--- src/rtl/stopwatch_pkg.sv ---
// rtl/stopwatch_pkg.sv - state encoding and timebase divider helper for the stopwatch controller
package stopwatch_pkg;

    localparam int STATE_W = 3;

    typedef enum logic [STATE_W-1:0] {
        IDLE  = 3'd0,
        RUN   = 3'd1,
        PAUSE = 3'd2,
        LAP   = 3'd3,
        FULL  = 3'd4
    } state_t;

    // Clock cycles per least-significant-digit count; callers guarantee an exact integer >= 2.
    function automatic int calc_div(input int clk_hz, input int tick_hz);
        return clk_hz / tick_hz;
    endfunction

endpackage

--- src/rtl/stopwatch_ctrl_tick_prescaler.sv ---
// rtl/stopwatch_ctrl_tick_prescaler.sv - divide-by-DIV timebase producing one registered tick per wrap
module tick_prescaler #(
    parameter int DIV = 10
) (
    input  logic clk,
    input  logic Reset,
    input  logic run,
    input  logic clr,
    output logic tick
);

    localparam int CNT_W = (DIV > 2) ? $clog2(DIV) : 1;
    localparam logic [CNT_W-1:0] LAST = CNT_W'(DIV - 1);

    logic [CNT_W-1:0] cnt;

    // Count while run is high, hold otherwise so a resume keeps its phase; tick marks each wrap.
    always_ff @(posedge clk or posedge Reset) begin
        if (Reset) begin
            cnt  <= '0;
            tick <= 1'b0;
        end else if (clr) begin
            cnt  <= '0;
            tick <= 1'b0;
        end else if (run) begin
            tick <= (cnt == LAST);
            cnt  <= (cnt == LAST) ? '0 : cnt + CNT_W'(1);
        end else begin
            tick <= 1'b0;
        end
    end

endmodule

--- src/rtl/stopwatch_ctrl.sv ---
// rtl/stopwatch_ctrl.sv - stopwatch run/pause/lap/clear sequencer; STOPWATCH_AUTO_STOP_EN adds the FULL stop-on-overflow state
module stopwatch_ctrl
    import stopwatch_pkg::*;
#(
    parameter int CLK_HZ      = 100_000_000,
    parameter int TICK_HZ     = 100,
    parameter int SYNC_STAGES = 2
) (
    input  logic               clk,
    input  logic               Reset,
    input  logic               btn_start_stop,
    input  logic               btn_lap_reset,
    input  logic               overflow_in,
    output logic               count_en,
    output logic               count_clr,
    output logic               display_freeze,
    output logic               running,
    output logic [STATE_W-1:0] state_o
);

    localparam int DIV = calc_div(CLK_HZ, TICK_HZ);

    state_t                 state;
    logic [SYNC_STAGES-1:0] ss_sync;
    logic [SYNC_STAGES-1:0] lr_sync;
    logic                   ss_last;
    logic                   lr_last;
    logic                   ss_p;
    logic                   lr_p;
    logic                   counting;
    logic                   stop_req;

    // Synchronize both buttons and remember the previous level; preset high so a button held through reset is not seen as a press.
    always_ff @(posedge clk or posedge Reset) begin
        if (Reset) begin
            ss_sync <= '1;
            lr_sync <= '1;
            ss_last <= 1'b1;
            lr_last <= 1'b1;
        end else begin
            ss_sync <= {ss_sync[SYNC_STAGES-2:0], btn_start_stop};
            lr_sync <= {lr_sync[SYNC_STAGES-2:0], btn_lap_reset};
            ss_last <= ss_sync[SYNC_STAGES-1];
            lr_last <= lr_sync[SYNC_STAGES-1];
        end
    end

    // Start/stop has priority: a lap/reset press arriving in the same cycle is dropped.
    assign ss_p = ss_sync[SYNC_STAGES-1] & ~ss_last;
    assign lr_p = lr_sync[SYNC_STAGES-1] & ~lr_last & ~ss_p;

    assign counting = (state == RUN) || (state == LAP);

`ifdef STOPWATCH_AUTO_STOP_EN
    assign stop_req = overflow_in & counting;
`else
    logic unused_overflow;
    assign unused_overflow = overflow_in;
    assign stop_req        = 1'b0;
`endif

    tick_prescaler #(
        .DIV (DIV)
    ) u_prescaler (
        .clk   (clk),
        .Reset (Reset),
        .run   (counting & ~stop_req),
        .clr   (state == IDLE),
        .tick  (count_en)
    );

    // Main sequencer with registered status/control outputs; an overflow stop outranks both buttons.
    always_ff @(posedge clk or posedge Reset) begin
        if (Reset) begin
            state          <= IDLE;
            count_clr      <= 1'b0;
            display_freeze <= 1'b0;
            running        <= 1'b0;
        end else begin
            count_clr <= 1'b0;
            if (stop_req) begin
                state          <= FULL;
                display_freeze <= 1'b0;
                running        <= 1'b0;
            end else begin
                case (state)
                    IDLE: begin
                        if (ss_p) begin
                            state   <= RUN;
                            running <= 1'b1;
                        end
                    end
                    RUN: begin
                        if (ss_p) begin
                            state   <= PAUSE;
                            running <= 1'b0;
                        end else if (lr_p) begin
                            state          <= LAP;
                            display_freeze <= 1'b1;
                        end
                    end
                    LAP: begin
                        if (ss_p) begin
                            state          <= PAUSE;
                            display_freeze <= 1'b0;
                            running        <= 1'b0;
                        end else if (lr_p) begin
                            state          <= RUN;
                            display_freeze <= 1'b0;
                        end
                    end
                    PAUSE: begin
                        if (ss_p) begin
                            state   <= RUN;
                            running <= 1'b1;
                        end else if (lr_p) begin
                            state     <= IDLE;
                            count_clr <= 1'b1;
                        end
                    end
                    FULL: begin
                        if (lr_p) begin
                            state     <= IDLE;
                            count_clr <= 1'b1;
                        end
                    end
                    default: begin
                        state          <= IDLE;
                        display_freeze <= 1'b0;
                        running        <= 1'b0;
                    end
                endcase
            end
        end
    end

    assign state_o = state;

endmodule

--- config.mk ---
export PLATFORM = sky130hd
export DESIGN_NAME = stopwatch_ctrl
export DESIGN_NICKNAME = d
export VERILOG_FILES = /design/src/rtl/stopwatch_pkg.sv /design/src/rtl/stopwatch_ctrl_tick_prescaler.sv /design/src/rtl/stopwatch_ctrl.sv
export SDC_FILE = /design/constraint.sdc
export NUM_CORES = 1
export LEC_CHECK = 0
export CAP_MARGIN = 10
export CORE_MARGIN = 5
export CORE_UTILIZATION = 52
export CTS_CLUSTER_DIAMETER = 100
export DETAILED_ROUTE_END_ITERATION = 8
export PLACE_DENSITY = 0.75
export SETUP_SLACK_MARGIN = 0.15
export SYNTH_ARGS = -nofsm -noshare
export SYNTH_HDL_FRONTEND = slang
export SYNTH_SLANG_ARGS = --single-unit
--- constraint.sdc ---
create_clock -name clk -period 1.7 [get_ports clk]
set_input_delay 0.34 -clock clk [delete_from_list [all_inputs] [get_ports clk]]
set_output_delay 0.34 -clock clk [all_outputs]
set_load 0.1 [all_outputs]
# Yosys cells after proc, flatten, opt, wreduce, memory -nomap -nowiden
# Index checks and enable logic that the tools add are counted.
dict set report op_classes {
  add_sub_neg 1
  eq_ne 12
  muxes 24
  bitwise 8
  n_reduce_logical 9
}
# cell count
set ops {}
lappend ops {{$mux W20} 3}
lappend ops {{$mux W3} 7}
lappend ops {{$add A20 B1 Y20 const B} 1}
lappend ops {{$eq A20 B20 Y1 const B} 1}
lappend ops {{$pmux W3 S5} 1}
lappend ops {{$mux W1} 10}
lappend ops {{$eq A3 B2 Y1 const B} 2}
lappend ops {{$ne A2 B2 Y1 const B} 3}
lappend ops {{$ne A3 B3 Y1 const B} 2}
lappend ops {{$pmux W1 S3} 2}
lappend ops {{$reduce_and A3 Y1} 2}
lappend ops {{$not A1 Y1} 5}
lappend ops {{$ne A2 B1 Y1 const B} 2}
lappend ops {{$reduce_and A4 Y1} 1}
lappend ops {{$reduce_or A2 Y1} 2}
lappend ops {{$and A1 B1 Y1} 3}
lappend ops {{$eq A3 B1 Y1 const B} 1}
lappend ops {{$eq A3 B3 Y1 const B} 1}
lappend ops {{$logic_not A3 Y1} 1}
lappend ops {{$reduce_or A3 Y1} 1}
lappend ops {{$pmux W1 S2} 1}
lappend ops {{$reduce_bool A2 Y1} 1}
lappend ops {{$logic_or A1 B1 Y1} 1}
dict set report word_totals {
  regBits 33
  in_bits 5
  output_inout_bits 7
  word_cells 64
}

# Longest topological paths before layout
# Gate-level depths: netlist (run 1).
dict set report logic_depth {
  word_depth 7
  mapped_depth 7
}

# Cells and area by module
# Synthesis (run 1) repeated with hierarchy kept, for this count alone.
dict set report unflattened {
  cells_unflattened 160
  hier_area_um2 1611.5
}
# mod n_inst cells_each area_each_um2
set by_module_without_submodules {}
lappend by_module_without_submodules {tick_prescaler 1 119 1112.3}
lappend by_module_without_submodules {stopwatch_ctrl 1 41 499.2}

# Worst setup path after synthesis (run 1)
# No wires, ideal clock.
dict set report synth_timing {
  kind {flip-flop to flip-flop}
  startpoint {register state[0], in the netlist state_o[0]}
  endpoint {register u_prescaler.cnt[11]}
  setup_ns 0.121
  arrival_ns 1.997
  required_time_ns 1.579
  setup_slack_ns -0.418
  path_stages_with_launch 6
  synth_period_minus_slack_ns 2.118
  path_cell_list {dfrtp_1 -> inv_1 -> a21o_1 -> clkbuf_1 -> a21o_1 -> a22o_1}
}
dict set report synth_between {
  elab_chain_cells 3
}
# item line
set synth_lines {}
lappend synth_lines {{start, declared} stopwatch_ctrl.sv:23} ;# state_t state;
lappend synth_lines {{start signal, assigned} stopwatch_ctrl.sv:75} ;# state <= IDLE;
lappend synth_lines {{start signal, assigned} stopwatch_ctrl.sv:82} ;# state <= FULL;
lappend synth_lines {{start signal, assigned} stopwatch_ctrl.sv:89} ;# state <= RUN;
lappend synth_lines {{$eq A3 B1 Y1 or $eq A3 B2 Y1 (tied branches)} stopwatch_ctrl.sv:52} ;# assign counting = (state == RUN) || (state == LAP);
lappend synth_lines {{$logic_or A1 B1 Y1} stopwatch_ctrl.sv:52}
lappend synth_lines {{$reduce_bool A2 Y1 (no line)} --}
lappend synth_lines {{end signal, assigned} stopwatch_ctrl_tick_prescaler.sv:27} ;# cnt <= (cnt == LAST) ? '0 : cnt + CNT_W'(1);
lappend synth_lines {{end, declared} stopwatch_ctrl_tick_prescaler.sv:15} ;# logic [CNT_W-1:0] cnt;
# Several ways; a longest one is shown, not always the timed one.
# A chain may end at the register's enable or synchronous reset.

# Worst setup path after layout (run 1)
dict set report layout_timing {
  startpoint {register u_prescaler.cnt[13]}
  endpoint {register u_prescaler.cnt[0]}
}
dict set report layout_between {
  elab_chain_cells 4
}
# item line
set layout_lines {}
lappend layout_lines {{$eq A20 B20 Y1} stopwatch_ctrl_tick_prescaler.sv:27}
lappend layout_lines {{$mux W20} stopwatch_ctrl_tick_prescaler.sv:27}
lappend layout_lines {{$mux W20} stopwatch_ctrl_tick_prescaler.sv:25} ;# end else if (run) begin
lappend layout_lines {{$mux W20} stopwatch_ctrl_tick_prescaler.sv:22} ;# end else if (clr) begin
# Every way passes these cells. The select of a mux whose other input is x is not followed.

==> out/metrics.yaml, run 1 <==
run_status: "finished, violations left"
violations: "setup timing"
detail_route.iter0.violations: 89
gpl.final_weighted_congestion: 0.827
ys_seq_area_share_pct: 50.0
clock_sinks: 33
synth_area_leader_cell: "sky130_fd_sc_hd__dfrtp_1"
critPathLaunchType: "register"
final_nets: 226
footprint_of_the_multi_input_gates_um2: 815
rsz0062_at_grt: "yes"
timing.critical_path.slowest_stage_cell: "sky130_fd_sc_hd__or4_4"
yosys-top-cells-area: "sky130_fd_sc_hd__dfrtp_1, sky130_fd_sc_hd__dfstp_2, sky130_fd_sc_hd__nand3_1"
reg2regPathDepth: 5
timing.max_slew.rel_slack_pct: 78.5
drc_viols: 0
cts_max_path_buffers: 2
met3_wirelength_um: 110
die_area_um2: 4440
netlist_instances: 175
vdd.ir_drop.worst_mv: 0.841
yosys_warnings: 0
routed_wire_length_per_instance_um: 14.2
drive_above_1_share_pct: 34.8
path_clk_slew_ns: 0.10
grt_remaining_overflow: 0
cts-hold-fix-buffers: 0
chipWidth_um: 66.6
syn-num-nets: 181
core_area_um2: 3050
flow.area_growth_from_synthesis_pct: 37.9
critPathTopFamily: "simple AND/OR/NAND/NOR gates"
wire_length_of_the_first_global_routing_pass_um: 6650
route.layer.met1.wl_um: 1720
syn-mean-instance-area_um2: 9.53
cp_cell_sequence: "or4_4, nor4_4, a21oi_4, buf_6, mux2_4"
yosys.area.top_type_share_pct: 40.5
detailroute.wirelength.met2_um: 1870
top_routing_layer_in_use: "met4"
setup_ws_ns: -0.146
drt-total-wl_um: 3750
power.density_cell_area_nw_per_um2: 1350
slowest_delay_ns: 0.55
place.detailed.instances: 255
cts_inserted_buffers: 5
max_freq_mhz: 542
finalWorstPathRequiredPeriod_ns: 1.85
start_util_pct: 54.6
grt_antenna_before_repair: 0
h-tree-depth: 2
critical_path.endpoint_type: "register"
critPathBufInv: 1
clock_tree_from_tritoncts: "yes"
hold_path.class: "register to register"
dpl.hpwl_um: 2690
cp_data_arrival_time_ns: 2.07
timing.critical_path.depth: 5
area_taken_by_flip_flops_and_latches_um2: 842
antenna_cells: 0
routed_via_density: 5.46
ioPinCount: 12
ant_nets: 0
timing.clock.skew_ns: 0.0181
row_count: 20
synth_area_um2: 1670
dpl_cell_area_um2: 2160
hold_violations: 0
layout_commonest_cell: "sky130_fd_sc_hd__buf_4"
grt_start_max_net_pins: 32
leakage_power_nw: 1.01
gr-usage-all-layers_pct: 20.2
synth-seq-cells: 33
finalSetupViolations: 16
grt_pass1_vias: 1434
timing.critical_path.required_ns: 1.93
port_buffers: 10
crit_type: "register to register"
ys.flop_type: "sky130_fd_sc_hd__dfrtp_1"
clkLatencyLatePin_ns: 0.34
yosys.cell_types.count: 37
stdcell_count: 265
design_area_um2: 2300
min_delay_path_depth: 0
worst-slew-pin-transition_ns: 0.320
finalHoldWorstSlack_ns: 0.362
layout.filler_cells: 219
drtPass1Iterations: 4
post-route-period-util_pct: 109
timing.critical_path.fanout_max: 6
synth-edff-count: 0
dieHeight_um: 66.6
layout.cells.most_common_list: "sky130_fd_sc_hd__buf_4, sky130_fd_sc_hd__dfrtp_1, sky130_fd_sc_hd__nand3_1"
maxCapViolCount: 0
synthArstFlopShare_pct: 100
cts.root.buffer_cell: "sky130_fd_sc_hd__clkbuf_4"
final-max-slew-violation-count: 0
routed-via-count: 1446
## registers in the layout, summed over array words and instances, names as in the netlist
register          cells
u_prescaler.tick      1
state_o               3
running               1
lr_sync               2
count_clr             1
lr_last               1
ss_sync               2
ss_last               1
u_prescaler.cnt      20
display_freeze        1
## power by group
part	total (mW)	switching [mW]	internal (mW)
clock network	0.616	0.265	0.351
logic	1.46	0.840	0.620
registers	1.02	0.126	0.898
## logic make-up after synthesis
logic type,Yosys count,synth area share (%)
adders and majority gates,1,0.750
xor gates and xnor gates,3,1.58
AOI/OAI and AO/OA,35,12.2
buffers and inverters,16,4.13
and+or+nand+nor,81,27.8
DFF,33,50.0
muxes,6,3.68
## metrics by stage
stage	power [mW]	setup slack (ns)	setup TNS (ns)	util, %
global placement	2.35	-0.0853	-0.380	70.9
detailed placement	2.40	-0.130	-1.14	70.9
finish	3.10	-0.146	-1.50	75.3
global route	3.28	-0.239	-2.77	75.3
CTS	3.05	-0.131	-1.47	74.2
floorplan	1.86	-0.0409	-0.115	-
## timing repair
action,in CTS,in global routing
pin swaps,1,0
setup endpoints to repair,17,20
gates resized for setup,4,7
buffers inserted,0,2
hold endpoints to repair,0,0
## final cells by class
| cell class | count | share of cell area (%) |
|---|---|---|
| sequential | 33 | 36.6 |
| multi-input combinational | 126 | 35.4 |
| timing repair buffer | 46 | 20.6 |
| clock buffer | 7 | 2.39 |
| tap | 44 | 2.39 |
| clock inverter | 1 | 1.31 |
| inverter | 8 | 1.31 |
## final timing paths
path | startpoint | slack (ns) | endpoint
setup / recovery | u_prescaler.cnt[13]$_DFFE_PP0P_ | -0.15 | u_prescaler.cnt[0]$_DFFE_PP0P_
setup reg to reg | u_prescaler.cnt[13]$_DFFE_PP0P_ | -0.15 | u_prescaler.cnt[0]$_DFFE_PP0P_
hold reg to reg | lr_sync[0]$_DFF_PP1_ | 0.36 | lr_sync[1]$_DFF_PP1_
min in group asynchronous | Reset | 0.39 | ss_sync[0]$_DFF_PP1_
max in group asynchronous | Reset | 1.07 | ss_last$_DFF_PP1_
hold / removal | lr_sync[0]$_DFF_PP1_ | 0.36 | lr_sync[1]$_DFF_PP1_
## routing by layer
| layer | vias up | GRT usage [%] |
|---|---|---|
| met5 | - | 0 |
| met4 | 0 | 6.09 |
| met3 | 7 | 5.06 |
| li1 | 719 | - |
| met1 | 703 | 24.7 |
| met2 | 17 | 34.7 |
## worst reg2reg max path: cells and delay by family, from the launching register on
family          cells  cell delay, ns
flops               1            0.40
buf+inv             1            0.16
mux                 1            0.26
compound gates      1            0.14
simple gates        2            0.78
## cell usage after synthesis (2+ instances only)
cell	instances
sky130_fd_sc_hd__or3_1	4
sky130_fd_sc_hd__or3b_1	2
sky130_fd_sc_hd__nand2b_1	6
sky130_fd_sc_hd__a31oi_1	2
sky130_fd_sc_hd__nand2_1	16
sky130_fd_sc_hd__nand3_1	19
sky130_fd_sc_hd__nand4_1	7
sky130_fd_sc_hd__a22o_1	3
sky130_fd_sc_hd__xnor2_1	3
sky130_fd_sc_hd__mux2i_1	5
sky130_fd_sc_hd__and3_1	4
sky130_fd_sc_hd__a21oi_1	15
sky130_fd_sc_hd__dfstp_2	6
sky130_fd_sc_hd__nor3_1	3
sky130_fd_sc_hd__o21ai_0	10
sky130_fd_sc_hd__inv_1	8
sky130_fd_sc_hd__nor2_1	8
sky130_fd_sc_hd__dfrtp_1	27
sky130_fd_sc_hd__and4_1	3
sky130_fd_sc_hd__clkbuf_1	5
sky130_fd_sc_hd__and2_1	2
sky130_fd_sc_hd__a21o_1	2
Note: power is estimated with default switching activity, not from simulation.
==> run 2: changes to the inputs <==
--- a/config.mk
+++ b/config.mk
@@ -5,12 +5,13 @@
 export SDC_FILE = /design/constraint.sdc
 export NUM_CORES = 1
 export LEC_CHECK = 0
+export ABC_AREA = 1
 export CAP_MARGIN = 10
 export CORE_MARGIN = 5
-export CORE_UTILIZATION = 52
+export CORE_UTILIZATION = 58
 export CTS_CLUSTER_DIAMETER = 100
 export DETAILED_ROUTE_END_ITERATION = 8
-export PLACE_DENSITY = 0.75
+export PLACE_DENSITY = 0.78
 export SETUP_SLACK_MARGIN = 0.15
 export SYNTH_ARGS = -nofsm -noshare
 export SYNTH_HDL_FRONTEND = slang
==> constraint.sdc (replaced) <==
create_clock -name clk -period 1.79 [get_ports clk]
set_input_delay 0.358 -clock clk [delete_from_list [all_inputs] [get_ports clk]]
set_output_delay 0.358 -clock clk [all_outputs]
set_load 0.1 [all_outputs]
==> out/metrics.yaml, run 2 <==
synth_area_leader_cell: "sky130_fd_sc_hd__dfrtp_1"
wire_length_of_the_first_global_routing_pass_um: 6150  # -7.5%
worstReg2RegStart: "u_prescaler.cnt[1]$_DFFE_PP0P_"
timing.critical_path.fanout_max: 6  # unchanged
internal_power_mw: 1.40  # -25%
yosys.cell_types.count: 28  # -24%
row_count: 20  # unchanged
chipWidth_um: 66.1  # -0.74%
clock_power_share_pct: 16.5  # -3.4 points
post_route_setup_tns_ns: 0  # +1.50 ns
start_util_pct: 60.4  # +5.7 points
cts_inserted_buffers: 5  # unchanged
ys_seq_area_share_pct: 45.6  # -4.4 points
footprint_of_the_multi_input_gates_um2: 873  # +7.2%
p_sw_mw: 1.20  # -2.4%
maxCapViolCount: 0  # unchanged
yosysMostFrequentCell: "sky130_fd_sc_hd__nand2_1"
grt_start_max_net_pins: 34  # +6.3%
largest_register_ff_count: 20  # unchanged
die_area_um2: 4370  # -1.5%
grt_antenna_before_repair: 0  # unchanged
core_area_um2: 3030  # -0.82%
drt-total-wl_um: 3710  # -1.1%
worst_hold_path.endpoint: "ss_sync[1]$_DFF_PP1_"
rsz0062_at_grt: "no"
final-max-slew-violation-count: 0  # unchanged
crit_type: "register to register"
flow.area_growth_from_synthesis_pct: 18.4
yosys-top-cells-area: "sky130_fd_sc_hd__dfrtp_1, sky130_fd_sc_hd__nand2_1, sky130_fd_sc_hd__dfstp_2"
finalSetupViolations: 0  # -16
dieHeight_um: 66.1  # -0.74%
max_freq_mhz: 665  # +23%
h-tree-depth: 2  # unchanged
clkLatencyLatePin_ns: 0.34  # about the same
cp_cell_sequence: "ha_2, nand3_2, nor2_4, nand3_1, nor2_1, nor2_1, buf_4, nand3_1, nand2_1"
layout.filler_cells: 229  # +4.6%
finalWorstPathRequiredPeriod_ns: 1.50  # -0.342 ns
gr-usage-all-layers_pct: 18.6  # -1.6 points
synth-seq-cells: 33  # unchanged
critPathLaunchType: "register"
layout.cells.most_common_list: "sky130_fd_sc_hd__nand2_1, sky130_fd_sc_hd__inv_1, sky130_fd_sc_hd__nor2_1, sky130_fd_sc_hd__dfrtp_1, sky130_fd_sc_hd__nand3_1"
routed-via-count: 1541  # +6.6%
synthArstFlopShare_pct: 100  # unchanged
path_clk_slew_ns: 0.11  # about the same
ff2ff_setup_slack_ns: 0.29  # +0.43 ns
largest_register: "u_prescaler.cnt"
ioPinCount: 12  # unchanged
gpl.final_weighted_congestion: 0.817  # -1.1%
layout_commonest_cell: "sky130_fd_sc_hd__nand2_1"
synthTopCellsByCount: "sky130_fd_sc_hd__nand2_1, sky130_fd_sc_hd__inv_1, sky130_fd_sc_hd__dfrtp_1"
run_status: "complete, no violations"
detail_route.iter0.violations: 86  # -3.4%
power_frac_seq_pct: 36.7  # +3.7 points
setup_ws_ns: 0.286  # +0.432 ns
hold_path.startpoint: "ss_sync[0]$_DFF_PP1_"
synth_area_um2: 1830  # +9.6%
leakage_power_nw: 0.958  # -4.8%
grt_remaining_overflow: 0  # unchanged
final_nets: 262  # +16%
drc_viols: 0  # unchanged
critPathTopFamily: "simple AND/OR/NAND/NOR gates"
power.density_cell_area_nw_per_um2: 1200  # -11%
cts.root.buffer_cell: "sky130_fd_sc_hd__clkbuf_4"
dpl_worst_slack_ns: 0.225  # +0.355 ns
clock_tree_from_tritoncts: "yes"
port_buffers: 10  # unchanged
area_taken_by_flip_flops_and_latches_um2: 837  # -0.59%
critPathBufInv: 1  # unchanged
yosys_warnings: 0  # unchanged
min_delay_path_depth: 0  # unchanged
netlist_instances: 234  # +34%
cp_data_arrival_time_ns: 1.75  # -0.32 ns
timing.max_slew.rel_slack_pct: 72.6  # -5.9 points
drtPass1Iterations: 4  # unchanged
syn-num-nets: 240  # +33%
critical_path.endpoint_type: "register"
worst-slew-pin-transition_ns: 0.412  # +0.0918 ns
vdd.ir_drop.worst_mv: 0.677  # -19%
synth-edff-count: 0  # unchanged
grt_pass1_vias: 1407  # -1.9%
hold_violations: 0  # unchanged
hold_path.class: "register to register"
routed_wire_length_per_instance_um: 12.3  # -13%
timing.critical_path.required_ns: 2.04  # +0.11 ns
pwr-share-comb_pct: 46.8  # -0.3 points
dpl.hpwl_um: 2570  # -4.5%
syn-mean-instance-area_um2: 7.81  # -18%
post-route-period-util_pct: 84.0  # -25 points
r2r-end: "u_prescaler.cnt[13]$_DFFE_PP0P_"
ys.flop_type: "sky130_fd_sc_hd__dfrtp_1"
slowest_delay_ns: 0.39  # -0.16 ns
reg2regPathDepth: 9  # +4
cts_max_path_buffers: 2  # unchanged
antenna_cells: 0  # unchanged
power.switching_fraction_pct: 46.2  # +6.5 points
timing.clock.skew_ns: 0.00623  # -0.0119 ns
yosys.area.top_type_share_pct: 37.0  # -3.5 points
ant_nets: 0  # unchanged
drive_above_1_share_pct: 21.0  # -14 points
clock_sinks: 33  # unchanged
routed_via_density: 5.12  # -6.2%
timing.critical_path.slowest_stage_cell: "sky130_fd_sc_hd__dfrtp_1"
run 2: cell count changes in the layout (fill, tap and decap cells not counted), sizes merged, moves of 9 or more:
cell	previous run	this run
a21oi	16	2
buf	43	13
inv	8	29
nand2	16	78
nor2	8	30
xor2	0	9
run 2: per-layer routing:
layer | vias up | global-route usage, % | routed length [µm]
met4 | 0 | 6.35 | 51
met2 | 37 | 29.1 | 1750
met5 | - | 0 | 0
met1 | 711 | 24.4 | 1690
li1 | 787 | - | -
met3 | 6 | 5.61 | 223
run 2: what timing repair did:
action                                  4_1_cts  5_1_grt
hold buffers                                  0        0
gates resized for setup                       0        8
endpoints found under the setup margin        0       21
buffers inserted                              0        3
run 2: layout make-up:
class	instances	share of cell area (%)
inverters	30	5.38
repair buffers	16	9.94
clock inverters	3	1.04
flip-flops and latches	33	38.7
multi-input cells	169	40.3
repair inverters	1	0.347
well taps	44	2.54
clock buffers	5	1.73
run 2: worst max path at each step:
stage          cells after the start                      startpoint                              end
2_1_floorplan                      6          state_o[0]$_DFFE_PP0P_           state_o[1]$_DFFE_PP0P_
6_report                           9  u_prescaler.cnt[1]$_DFFE_PP0P_  u_prescaler.cnt[13]$_DFFE_PP0P_
5_1_grt                            9  u_prescaler.cnt[1]$_DFFE_PP0P_  u_prescaler.cnt[19]$_DFFE_PP0P_
3_3_place_gp                       9  u_prescaler.cnt[1]$_DFFE_PP0P_  u_prescaler.cnt[18]$_DFFE_PP0P_
4_1_cts                            9  u_prescaler.cnt[1]$_DFFE_PP0P_  u_prescaler.cnt[13]$_DFFE_PP0P_
3_5_place_dp                       9  u_prescaler.cnt[1]$_DFFE_PP0P_  u_prescaler.cnt[13]$_DFFE_PP0P_
run 2: kinds of logic after synthesis:
| logic type | count (synthesis) | share of synthesized area [%] |
|---|---|---|
| compound gates | 30 | 10.9 |
| xor+xnor | 10 | 4.79 |
| fa+ha+maj | 1 | 0.684 |
| buf+inv | 32 | 7.60 |
| flops | 33 | 45.6 |
| simple gates | 128 | 30.5 |
run 2: worst register-to-register path: stages, from the launching register on:
cell and delay [ns]:
sky130_fd_sc_hd__dfrtp_1 0.39, sky130_fd_sc_hd__ha_2 0.21, sky130_fd_sc_hd__nand3_2 0.14, sky130_fd_sc_hd__nor2_4 0.17, sky130_fd_sc_hd__nand3_1 0.08, sky130_fd_sc_hd__nor2_1 0.09, sky130_fd_sc_hd__nor2_1 0.05, sky130_fd_sc_hd__buf_4 0.17
sky130_fd_sc_hd__nand3_1 0.07, sky130_fd_sc_hd__nand2_1 0.05
run 2: power by group through the flow:
stage          Sequential (mW)  Combinational [mW]  Clock (mW)
5_1_grt                  0.972                1.29       0.478
3_3_place_gp             0.962                1.12           0
4_1_cts                  0.950                1.13       0.436
2_1_floorplan             1.26               0.507           0
3_5_place_dp             0.964                1.13           0
6_report                 0.955                1.22       0.429
run 2: through the flow:
step                util [%]  power, mW  hold slack, ns  cells  instance area, µm²
floorplan                  -       1.76           0.345    234                1830
global placement        67.8       2.08           0.345    289                2050
detailed placement      67.8       2.09           0.349    289                2050
CTS                     69.8       2.52           0.365    297                2110
global route            71.5       2.75           0.373    301                2160
finish                  71.5       2.60           0.364    301                2160
